===== config.mk =====
export PLATFORM = sky130hd
export DESIGN_NAME = fetch_stage
export DESIGN_NICKNAME = d
export VERILOG_FILES = /design/src/rtl/fetch_stage.sv
export SDC_FILE = /design/constraint.sdc
export NUM_CORES = 1
export LEC_CHECK = 0
export ABC_AREA = 1
export CAP_MARGIN = 40
export CORE_ASPECT_RATIO = 2
export CORE_MARGIN = 2
export CORE_UTILIZATION = 42
export CTS_CLUSTER_SIZE = 25
export DETAILED_ROUTE_END_ITERATION = 12
export PLACE_DENSITY_LB_ADDON = 0.12
export RECOVER_POWER = 25
export SYNTH_ARGS = -nofsm -noshare
export SYNTH_HDL_FRONTEND = slang
export SYNTH_SLANG_ARGS = --single-unit

===== constraint.sdc =====
create_clock -name clk -period 3.35 [get_ports clk]
set_input_delay 0.67 -clock clk [delete_from_list [all_inputs] [get_ports clk]]
set_output_delay 0.67 -clock clk [all_outputs]
set_load 0.01 [all_outputs]

===== src/rtl/fetch_stage.sv =====
// Instruction fetch stage: PC register plus the IF/ID instruction register.
// Define FETCH_PERF_CNT_EN to add the hold/redirect performance counters.
module fetch_stage #(
    parameter logic [31:0] RESET_PC = 32'h0000_0000
) (
    input  logic        clk,
    input  logic        rst,
    input  logic        stall,
    input  logic        redirect,
    input  logic [31:0] target,
    input  logic [31:0] imem_data,
    output logic [31:0] imem_addr,
    output logic [31:0] IRD,
`ifdef FETCH_PERF_CNT_EN
    output logic [31:0] pcD,
    output logic [31:0] stall_cnt,
    output logic [31:0] flush_cnt
`else
    output logic [31:0] pcD
`endif
);

    logic [31:0] pc_q, pc_d;
    logic [31:0] ir_q, ir_d;
    logic [31:0] pcd_q, pcd_d;
    logic [31:0] pc_plus4;
    logic        unused_target;

    // Redirect targets are word aligned; the low bits are dropped.
    assign unused_target = ^target[1:0];
    assign pc_plus4      = pc_q + 32'd4;

    always_comb begin
        pc_d  = pc_q;
        ir_d  = ir_q;
        pcd_d = pcd_q;
        if (redirect) begin
            pc_d  = {target[31:2], 2'b00};
            ir_d  = 32'h0;
            pcd_d = 32'h0;
        end else if (stall) begin
            pc_d  = pc_plus4;
            ir_d  = imem_data;
            pcd_d = pc_plus4;
        end
    end

    always_ff @(posedge clk) begin
        if (rst) begin
            pc_q  <= RESET_PC;
            ir_q  <= 32'h0;
            pcd_q <= 32'h0;
        end else begin
            pc_q  <= pc_d;
            ir_q  <= ir_d;
            pcd_q <= pcd_d;
        end
    end

    assign imem_addr = pc_q;
    assign IRD       = ir_q;
    assign pcD       = pcd_q;

`ifdef FETCH_PERF_CNT_EN
    logic [31:0] stall_cnt_q, stall_cnt_d;
    logic [31:0] flush_cnt_q, flush_cnt_d;

    always_comb begin
        stall_cnt_d = stall_cnt_q;
        flush_cnt_d = flush_cnt_q;
        if (redirect) begin
            if (flush_cnt_q != 32'hFFFF_FFFF) begin
                flush_cnt_d = flush_cnt_q + 32'd1;
            end
        end else if (!stall) begin
            if (stall_cnt_q != 32'hFFFF_FFFF) begin
                stall_cnt_d = stall_cnt_q + 32'd1;
            end
        end
    end

    always_ff @(posedge clk) begin
        if (rst) begin
            stall_cnt_q <= 32'h0;
            flush_cnt_q <= 32'h0;
        end else begin
            stall_cnt_q <= stall_cnt_d;
            flush_cnt_q <= flush_cnt_d;
        end
    end

    assign stall_cnt = stall_cnt_q;
    assign flush_cnt = flush_cnt_q;
`endif

endmodule


==> impl_metrics.env <==
export IMPL_vdd_drop_max_v=0.000321
export IMPL_track_usage=0.242
export IMPL_place_area_um2=5850
export IMPL_worstMarginPinSlew_ps=1420
export IMPL_combPwrFrac=0.132
export IMPL_p_leak_nw=2.61
export IMPL_fillers=952
export IMPL_hold_buffers=0
export IMPL_insertedDiodeCount=0
export IMPL_drt_iter0_drc=230
export IMPL_setup_violations=0
export IMPL_grt_pass1_wl_um=20400
export IMPL_fin_area_um2=6130
export IMPL_cp_slowest_cell="clkbuf_1"
export IMPL_path_buf_inv=3
export IMPL_max_cap_violations=0
export IMPL_final_cell_mix="nand2_1 (276), clkdlybuf4s50_1 (142), dfxtp_1 (92), inv_1 (41), nand3_1 (39)"
export IMPL_final_layout_size_suffix_gt1_frac=0.0591
export IMPL_clkPwrFrac=0.390
export IMPL_place_congestion=0.889
export IMPL_endpoint_kind="flop"
export IMPL_yosysWarnings=0
export IMPL_drc=0
export IMPL_grt_pass1_vias=4287
export IMPL_wl_um=12700
export IMPL_die_w_um=74.5
export IMPL_std_cell_rows=51
export IMPL_fmax_ghz=0.404
export IMPL_intPower_w=0.00184
export IMPL_numPortBuffers=157
export IMPL_start_util=0.431
export IMPL_cp_top_family="buffers and inverters"
export IMPL_clock_sinks=92
export IMPL_avgSynthCellArea_um2=6.73
export IMPL_yosys_register_bits=92
export IMPL_multi_input_area_um2=2050
export IMPL_cp_max_fo=35
export IMPL_final_nets=842
export IMPL_mostFrequentLayoutCell="nand2_1"
export IMPL_switchingPower_w=0.000632
export IMPL_syn2layout_area_growth_pct=46.7
export IMPL_hold_viol_final=0
export IMPL_die_h_um=145
export IMPL_outcome="finished clean"
export IMPL_ios=164
export IMPL_synthesis_area_um2=4180
export IMPL_fp_coreArea_um2=9700
export IMPL_syn_instance_count=621
export IMPL_worst_setup_path_type="input port to flop"
export IMPL_viasPerCell=4.85
export IMPL_postCtsSetupRepairBufs=0
export IMPL_grt_max_degree=36
export IMPL_slew_headroom=0.0522
export IMPL_synth_cell_types=27
export IMPL_drtAntennaViolNets=0
export IMPL_period_needed_ps=2480
export IMPL_seqCellArea_um2=1840
export IMPL_cts_resized=0
export IMPL_start_kind="input port"
export IMPL_dieArea_um2=10800
export IMPL_critPathRequiredTime_ps=3630
export IMPL_first_pass_iters=5
export IMPL_cp_arrival_ps=2750
export IMPL_num_vias=4409
export IMPL_cts_buffers=9
export IMPL_cts_root_buffer="clkbuf_16"
export IMPL_wl_per_cell_um=14.0
export IMPL_max_stage_delay_ps=1050
export IMPL_swShare=0.256
export IMPL_dpl_hpwl_um=9630
export IMPL_rsz0062_at_grt="false"
export IMPL_min_path_type="flop to flop"
export IMPL_min_period_over_period=0.739
export IMPL_fin_tns_setup_ps=0
export IMPL_overflow=0
export IMPL_cts_tree="done"
export IMPL_seq_power_share=0.478
export IMPL_ys_seq_area_frac=0.441
export IMPL_powerDensity_nw_per_um2=403
export IMPL_clk_insertion_delay_late_ps=340
export IMPL_cp_cell_sequence="clkdlybuf4s50_1 > inv_1 > clkbuf_1 > nand2_1 > a21oi_1"
export IMPL_cts_path_max_buffers=2
export IMPL_clock_skew_final_ps=5.31
export IMPL_postLayoutCoreUtil=0.632
export IMPL_clk_pin_slew_ps=60
export IMPL_antenna_found_initial=0
export IMPL_cts_htree_levels=3
export IMPL_slew_viol_final=0
## metrics by stage
stage                     hold WS (ps)  total power (W)  std cells  setup slack [ps]
after floorplan                    474          0.00134        624              1770
after global routing               470          0.00256        910               615
after detailed placement           440          0.00153        894               992
after CTS                          454          0.00249        910              1240
after global placement             437          0.00153        894              1030
final                              450          0.00247        910               873
## layout make-up
class,instances,share of cell area
inverters,43,0.0263
clock inverters,5,0.00592
well taps,132,0.0269
clock buffers,11,0.0396
flip-flops and latches,92,0.300
multi-input cells,462,0.335
repair buffers,165,0.266
## cells in the mapped netlist, drive strengths merged
master / n / share of area
conb: 1 / 0.00090
nand2: 279 / 0.25
o211ai: 1 / 0.0030
a21oi: 36 / 0.043
clkbuf: 15 / 0.013
buf: 12 / 0.018
nor2: 46 / 0.060
a22o: 1 / 0.0021
ha: 1 / 0.0030
o311ai: 1 / 0.0021
and2: 2 / 0.0030
nor3: 1 / 0.0039
or2: 2 / 0.0030
o21ai: 42 / 0.050
inv: 43 / 0.039
nand4: 4 / 0.0060
xor2: 2 / 0.0042
dfxtp: 92 / 0.44
nand3: 40 / 0.049
## worst paths after layout
path,start,endpoint,slack (ps),cells after the start
setup reg to reg,imem_addr[2],pcD[24],1470,8
hold / removal,pcD[19],pcD[19],450,2
hold reg to reg,pcD[19],pcD[19],450,2
setup / recovery,stall,IRD[27],870,5
## power groups by stage
stage / clock [W] / combinational [W] / sequential (W)
3_3_place_gp: 0 / 0.000325 / 0.00120
3_5_place_dp: 0 / 0.000330 / 0.00120
5_1_grt: 0.00102 / 0.000360 / 0.00119
2_1_floorplan: 0 / 0.000122 / 0.00121
6_report: 0.000962 / 0.000326 / 0.00118
4_1_cts: 0.000981 / 0.000332 / 0.00118
## worst reg2reg max path, delay by kind of cell, from the launching register on
family,cells,cell delay [ps]
and+or+nand+nor,7,1140
DFF,1,440
adders and majority gates,1,200
## cell families after synthesis
logic type	Yosys count	share of synthesized area
other	1	0.000898
AND/OR/NAND/NOR	374	0.380
AO/OA/AOI/OAI	81	0.101
adder cells (fa/ha/maj)	1	0.00299
flip-flops	92	0.441
buffers and inverters	70	0.0701
XOR/XNOR	2	0.00419
## state kept, by name (all words and copies together), names as in the netlist
register,count
imem_addr,30
IRD,32
pcD,30
## routing by layer
layer / vias to the layer above / track usage / wire (um)
li1: 2243 / - / -
met1: 1986 / 0.247 / 4470
met2: 160 / 0.452 / 7090
met3: 20 / 0.0569 / 807
met4: 0 / 0.0893 / 336
met5: - / 0 / 0
Power figures use the tool's default switching activity.
